## src/rtl/adder_operand_recover_if.sv

```systemverilog
// Handshake bundle for adder_operand_recover: sum/a in, saturated b/b_ovf out, plus error count.
interface adder_operand_recover_if #(
  parameter int WIDTH = 4,
  parameter int CNT_W = 8
);
  logic             in_valid;
  logic             in_ready;
  logic [WIDTH:0]   sum;
  logic [WIDTH-1:0] a;
  logic             out_valid;
  logic             out_ready;
  logic [WIDTH-1:0] b;
  logic             b_ovf;
  logic [CNT_W-1:0] err_count;

  modport master (
    output in_valid, sum, a, out_ready,
    input  in_ready, out_valid, b, b_ovf, err_count
  );

  modport slave (
    input  in_valid, sum, a, out_ready,
    output in_ready, out_valid, b, b_ovf, err_count
  );
endinterface

```

## src/rtl/adder_operand_recover.sv

```systemverilog
// Recovers b = sum - a with saturation and overflow count; 2-cycle latency, 1/cycle.
// Backpressure: out_ready stalls stage 2, then stage 1; in_ready is combinational from out_ready.
module adder_operand_recover #(
  parameter int WIDTH = 4,
  parameter int CNT_W = 8
) (
  input  logic               clk,
  input  logic               rst,
  adder_operand_recover_if.slave bus
);
  localparam logic signed [WIDTH+1:0] MAX_D = (WIDTH+2)'((2 ** (WIDTH-1)) - 1);
  // Two's complement: ~MAX equals the most negative operand value.
  localparam logic signed [WIDTH+1:0] MIN_D = ~MAX_D;
  localparam logic [WIDTH-1:0] B_MAXP = {1'b0, {(WIDTH-1){1'b1}}};
  localparam logic [WIDTH-1:0] B_MAXN = {1'b1, {(WIDTH-1){1'b0}}};
  localparam logic [CNT_W-1:0] CNT_MAX = {CNT_W{1'b1}};

  logic                    s1_valid_q;
  logic signed [WIDTH+1:0] diff_q, diff_d;
  logic                    out_valid_q;
  logic [WIDTH-1:0]        b_q, b_d;
  logic                    b_ovf_q, b_ovf_d;
  logic [CNT_W-1:0]        err_q;

  logic s2_adv, s1_adv, in_xfer, out_xfer;

  always_comb begin
    s2_adv   = !out_valid_q || bus.out_ready;
    s1_adv   = !s1_valid_q || s2_adv;
    in_xfer  = bus.in_valid && !rst && s1_adv;
    out_xfer = out_valid_q && bus.out_ready;
    diff_d   = $signed({bus.sum[WIDTH], bus.sum}) - $signed({{2{bus.a[WIDTH-1]}}, bus.a});
  end

  always_comb begin
    b_d     = diff_q[WIDTH-1:0];
    b_ovf_d = 1'b0;
    if (diff_q > MAX_D) begin
      b_d     = B_MAXP;
      b_ovf_d = 1'b1;
    end else if (diff_q < MIN_D) begin
      b_d     = B_MAXN;
      b_ovf_d = 1'b1;
    end
  end

  always_ff @(posedge clk) begin
    if (rst) begin
      s1_valid_q <= 1'b0;
      diff_q     <= '0;
    end else if (s1_adv) begin
      s1_valid_q <= in_xfer;
      if (in_xfer) diff_q <= diff_d;
    end
  end

  always_ff @(posedge clk) begin
    if (rst) begin
      out_valid_q <= 1'b0;
      b_q         <= '0;
      b_ovf_q     <= 1'b0;
    end else if (s2_adv) begin
      out_valid_q <= s1_valid_q;
      if (s1_valid_q) begin
        b_q     <= b_d;
        b_ovf_q <= b_ovf_d;
      end
    end
  end

  always_ff @(posedge clk) begin
    if (rst) begin
      err_q <= '0;
    end else if (out_xfer && b_ovf_q && (err_q != CNT_MAX)) begin
      err_q <= err_q + 1'b1;
    end
  end

  assign bus.in_ready  = !rst && s1_adv;
  assign bus.out_valid = out_valid_q;
  assign bus.b         = b_q;
  assign bus.b_ovf     = b_ovf_q;
  assign bus.err_count = err_q;
endmodule

```

## src/flat_wrapper.sv

```systemverilog
// flat-port wrapper written by rule: the top's interface ports become plain ports
module adder_operand_recover_flat 
#(
  parameter int WIDTH = 4,
  parameter int CNT_W = 8
)
  (clk, rst, bus_in_valid, bus_sum, bus_a, bus_out_ready, bus_in_ready, bus_out_valid, bus_b, bus_b_ovf, bus_err_count);
  adder_operand_recover_if #(.WIDTH(WIDTH), .CNT_W(CNT_W)) bus_i ();
  input  logic clk;
  input  logic rst;
  input wire logic [$bits(bus_i.in_valid)-1:0] bus_in_valid;
  input wire logic [$bits(bus_i.sum)-1:0] bus_sum;
  input wire logic [$bits(bus_i.a)-1:0] bus_a;
  input wire logic [$bits(bus_i.out_ready)-1:0] bus_out_ready;
  output wire logic [$bits(bus_i.in_ready)-1:0] bus_in_ready;
  output wire logic [$bits(bus_i.out_valid)-1:0] bus_out_valid;
  output wire logic [$bits(bus_i.b)-1:0] bus_b;
  output wire logic [$bits(bus_i.b_ovf)-1:0] bus_b_ovf;
  output wire logic [$bits(bus_i.err_count)-1:0] bus_err_count;
  assign bus_i.in_valid = bus_in_valid;
  assign bus_i.sum = bus_sum;
  assign bus_i.a = bus_a;
  assign bus_i.out_ready = bus_out_ready;
  assign bus_in_ready = bus_i.in_ready;
  assign bus_out_valid = bus_i.out_valid;
  assign bus_b = bus_i.b;
  assign bus_b_ovf = bus_i.b_ovf;
  assign bus_err_count = bus_i.err_count;
  adder_operand_recover #(.WIDTH(WIDTH), .CNT_W(CNT_W)) u_core (.clk(clk), .rst(rst), .bus(bus_i));
endmodule
```

## config.mk

```make
export PLATFORM = sky130hd
export DESIGN_NAME = adder_operand_recover_flat
export DESIGN_NICKNAME = d
export VERILOG_FILES = /design/src/rtl/adder_operand_recover_if.sv /design/src/rtl/adder_operand_recover.sv /design/src/flat_wrapper.sv
export SDC_FILE = /design/constraint.sdc
export NUM_CORES = 1
export LEC_CHECK = 0
export CORE_ASPECT_RATIO = 1.75
export CORE_MARGIN = 2
export CORE_UTILIZATION = 43
export CTS_CLUSTER_DIAMETER = 150
export CTS_CLUSTER_SIZE = 30
export DETAILED_ROUTE_END_ITERATION = 8
export PLACE_DENSITY = 0.83
export SYNTH_ARGS = -nofsm -noshare
export SYNTH_HDL_FRONTEND = slang
export SYNTH_SLANG_ARGS = --single-unit
```

## constraint.sdc

```tcl
create_clock -name clk -period 1.85 [get_ports clk]
set_input_delay 0.555 -clock clk [delete_from_list [all_inputs] [get_ports clk]]
set_output_delay 0.555 -clock clk [all_outputs]
set_load 0.02 [all_outputs]
```

; After elaboration in Yosys (flattened, before gate mapping)
; Index checks and enable logic that the tools add are counted.
; Widths: inputs -> output; s select.
[word_totals]
output_inout_bits = 15
word_cells = 28
ff_bits = 21
input_bits = 13
[classes]
reduce_logical = 13
addsub = 2
eq_ne = 1
order_cmp = 2
n_mux = 4
[ops]
columns = cell, count
row1 = $add 8x1->8 const B, 1
row2 = $mux 4, 2
row3 = $ne 8x8->1 const B, 1
row4 = $gt 6x4->1 const B, 1
row5 = $logic_and 1x1->1, 6
row6 = $lt 6x4->1 const B, 1
row7 = $sub 5x4->6, 1
row8 = $reduce_and 2->1, 2
row9 = $logic_not 1->1, 3
row10 = $logic_or 1x1->1, 2
row11 = $mux 1, 2

; Logic depth before layout (Yosys ltp)
[depth]
depth_word = 5
ltp_mapped = 7
mapped_depth_nobuf = 7

; Worst setup path after synthesis
; OpenSTA, ideal clock, no wires.
[synth_timing]
path_type = input to register
from = input bus_a[1]
to = register u_core.diff_q[5]
setup_slack_ns = -0.141
path_stages = 6
arrival_time_ns = 1.902
required_time_ns = 1.762
cell_sequence = inv_1 -> ha_1 -> nor2b_4 -> o31a_1 -> or4b_1 -> a311oi_2
[synth_between]
elab_chain_cells = 1
[synth_lines]
columns = item, line_no
row1 = from (decl), flat_wrapper.sv:13  ; input wire logic [$bits(bus_i.a)-1:0] bus_a;
row2 = $sub 5x4->6, adder_operand_recover.sv:32  ; diff_d = $signed({bus.sum[WIDTH], bus.sum}) - $signed({{2{bus.a[WIDTH-1]}}, bus.a});
row3 = to (signal assigned), adder_operand_recover.sv:53  ; if (in_xfer) diff_q <= diff_d;
row4 = to (decl), adder_operand_recover.sv:19  ; logic signed [WIDTH+1:0] diff_q, diff_d;
; Every way passes these cells.
; A chain may end at the register's enable or synchronous reset.

; Worst setup path in the final report
[layout_timing]
from = input bus_sum[1]
to = register u_core.diff_q[5]
[layout_between]
elab_chain_cells = 1
[layout_lines]
columns = item, line_no
row1 = from (decl), flat_wrapper.sv:12  ; input wire logic [$bits(bus_i.sum)-1:0] bus_sum;
row2 = $sub 5x4->6, adder_operand_recover.sv:32
; Every way passes these cells.

==> summary.log <==
[setup_path] crit-path max cell delay 0.54 ns
[min_path] worst min-delay path category register to register
[setup_path] cell-by-cell listing of the critical path buf_6 -> ha_4 -> nor2b_4 -> o31a_1 -> or4b_4 -> a311oi_2
[job] max-cap check violation count 0
[routing] drt initial violations 16
[sta] post-layout min period 1.86 ns
[status] run status finished, violations left
[grt] met1 global-route usage 17.5%
[sta] transition time at the pin with the least slew margin 0.473 ns
[die] number of top-level pins 28
[die] Core Box Area 2460 um^2
[grt] met3 demand-to-capacity share in global routing 2.81%
[synth] cells after synthesis 124
[sta] highest attainable clock frequency 539 MHz
[grt] met2 Use GR 33.8%
[setup_path] Buffers & Inverters on Critical Path 1
[synth] number of enable flip-flop cells after synthesis 0
[placed_design] total half-perimeter wirelength after legalization and detailed placement 1950 um
[die] cell row count 24
[grt] vias in the first global route 1,067
[routing] average vias per placed instance 5.35
[grt] global routing usage summed across all routing layers 18.1%
[grt] most utilized layer in the global route result met2
[placed_design] worst slack after detailed placement -0.717 ns
[routing] Routed Wire Length 2460 um
[sta] Final Hold Violating Endpoints 0
[die] die width 42.4 um
[clocking] CTS Buffer Depth 2
[synth] async set or reset register ratio after synthesis 0%
[setup_path] required arrival time at the worst endpoint 2.02 ns
[sta] Total Neg Setup Slack -0.00603 ns
[power_and_ir_drop] Leakage Power 0.000800 uW
[synth] mean area per synthesized cell 8.95 um^2
[synth] post-synthesis cell type count 36
[synth] Post-Synthesis Net Count 144
[grt] pin count of the biggest net entering global routing 24
[setup_path] sort of element at the start of the critical path input port
[routing] DRC violation count after routing 0
[setup_path] delay-heaviest family, CP simple AND/OR/NAND/NOR gates
[setup_path] crit path DAT 2.03 ns
[synth] synthesis warning total 0
[sta] count of final setup violators 1
[synth] Most used DFF post-synth sky130_fd_sc_hd__dfxtp_1
[synth] post-synthesis sequential element count 21
[setup_path] critical-path maximum fanout 2
[routing] number of vias in the routed layout 1,054
[synth] post-synthesis instance area 1110 um^2
[grt] first-pass GRT wire length 4260 um
[synth] proportion of synthesized chip area in sequential cells 37.9%
[clocking] Root Buffer sky130_fd_sc_hd__clkbuf_8
[clocking] clk slew on worst S/H paths 0.07 ns
[routing] routed wire length per instance 12.5 um
[placed_design] number of port buffers 27
[placed_design] cell total after placement 189
[power_and_ir_drop] switching share of total power 25.8%
[power_and_ir_drop] Clock power frac 28.8%
[finish] layout-stage area growth over the synthesis result 48.7%
[finish] utilization after layout 67.0%
[sta] Fin Clk Skew 0.00549 ns
[power_and_ir_drop] Sequential Power Share 48.5%
[setup_path] sort of element at the end of the critical path register
[routing] count of TritonRoute iterations in the first routing pass 4
[grt] number of antenna violations at the first check in global routing 0
[clocking] Clock H-tree levels 1
[finish] number of diodes 0
[power_and_ir_drop] switching power total 262 uW
[status] failing checks setup timing
[finish] ratio of cells with drive above 1 in the final layout 27.5%
[clocking] clock latency on the worst-skew pair 0.26 ns
[finish] nets@finish 192
[die] Initial Util 45.1%
[finish] number of filler cells placed in the layout 211
[power_and_ir_drop] relative contribution of combinational cells to total power 22.7%
[die] vertical extent of the die 71.2 um
[routing] number of nets with antenna violations after routing 0
[setup_path] library cell contributing the largest single delay on the critical path sky130_fd_sc_hd__or4b_4
[grt] Remaining Overflow, GRT 0
[power_and_ir_drop] Cell Int Power 753 uW
[sta] number of pins with negative max-slew slack in the final report 0
[clocking] total number of clock tree sinks 21
[power_and_ir_drop] PwrDens 615 nW/um^2
[sta] final worst hold slack 0.462 ns
[finish] Final Non-Filler Cells 197
[setup_path] Worst Setup Path Type input port to register
[sta] final setup margin -0.00603 ns
[sta] setup repair after global routing missed its margin true
[die] floorplan die area 3020 um^2
[clocking] Inserted Clock Buffers 3
[sta] portion of the clock cycle consumed by the worst path in the final layout 100%
[power_and_ir_drop] largest voltage drop on the vdd net 274 uV
[clocking] clock tree from TritonCTS yes
[sta] relative slew slack 67.6%
[setup_path] FF-to-FF setup slack 0.27 ns
[placed_design] gpl congestion 0.880
sequential cells by signal, indices dropped and copies added, names as in the netlist:
signal / count
u_core.bus.b: 4
u_core.bus.b_ovf: 1
u_core.bus.err_count: 8
u_core.bus.out_valid: 1
u_core.diff_q: 6
u_core.s1_valid_q: 1
through the flow:
| stage | power, uW | area [um^2] |
|---|---|---|
| after floorplan | 615 | 1110 |
| after global placement | 702 | 1510 |
| after detailed placement | 709 | 1510 |
| after CTS | 1030 | 1630 |
| after global routing | 1080 | 1650 |
| final | 1020 | 1650 |
final timing paths:
check                                            start                                    to  cells after the start
hold reg to reg          u_core.diff_q[2]$_SDFFE_PP0P_         u_core.diff_q[2]$_SDFFE_PP0P_                      2
hold / removal           u_core.diff_q[2]$_SDFFE_PP0P_         u_core.diff_q[2]$_SDFFE_PP0P_                      2
setup / recovery                            bus_sum[1]         u_core.diff_q[5]$_SDFFE_PP0P_                      6
setup reg to reg  u_core.bus.err_count[0]$_SDFFE_PP0P_  u_core.bus.err_count[7]$_SDFFE_PP0P_                      6
power groups by stage:
stage | registers (uW) | logic (uW) | clock network [uW]
2_1_floorplan | 509 | 106 | 0
3_3_place_gp | 501 | 201 | 0
3_5_place_dp | 502 | 207 | 0
4_1_cts | 491 | 228 | 306
5_1_grt | 496 | 256 | 328
6_report | 492 | 231 | 292
kinds of logic after synthesis:
| logic type | synth area share [%] |
|---|---|
| muxes | 2.71 |
| and+or+nand+nor | 21.0 |
| AOI/OAI and AO/OA | 21.0 |
| buffers and inverters | 3.38 |
| xor gates and xnor gates | 5.52 |
| adders and majority gates | 8.57 |
| DFF | 37.9 |
cells in the mapped netlist, drive strengths merged, types with 2 or more instances:
cell type   n  area, um^2
inv         6        22.5
o31ai       2        15.0
nand3b      2        15.0
o211ai      3        22.5
o21a        6        45.0
nand3       3        15.0
xor2        5        43.8
xnor2       2        17.5
nor2       21        78.8
ha          6        75.1
nand2       7        26.3
mux2i       3        30.0
a21oi       3        15.0
clkbuf      2        7.51
o21ai       3        15.0
dfxtp      21         420
a211oi      6        50.1
nor3        3        15.0
and3        3        18.8
nor2b       4        35.0
final cells by class:
cell class	instances	area, um^2	share of cell area, %
Timing Repair Buffer	46	412	24.9
Tap cell	26	32.5	1.97
Sequential cell	21	420	25.5
Clock inverter	1	5.00	0.303
Inverter	6	25.0	1.52
Clock buffer	3	41.3	2.50
Multi-Input combinational cell	94	714	43.3
cell usage in the layout, fill, tap and decap left out, drive strengths merged, types with 4 or more instances in the layout:
cell and count:
nor2 21, xor2 5, a211oi 6, clkdlybuf4s50 8, nor2b 4, dlymetal6s2s 7, inv 6, dfxtp 21
buf 23, nand2 7, o21a 6, clkbuf 5, ha 6
metal layers:
layer  vias up  part of all wire (%)  wire (um)
met5         -                     0          0
met4         0                   2.9         72
met3         9                   4.3        107
met2        33                    57       1410
met1       479                    36        876
li1        533                     -          -
timing repair:
action                                  4_1_cts  5_1_grt
resized for setup                            41       15
hold buffers                                  0        0
pin swaps                                     9        7
cloned                                        0        0
setup buffers                                 3        1
endpoints found under the setup margin        6       10
worst min-delay path: cells and delay by family (launching register included):
family             cells  cell delay, ns
DFF                    1            0.31
and+or+nand+nor        1            0.06
AOI/OAI and AO/OA      1            0.05
No activity file was read; power rests on OpenSTA's default activity.
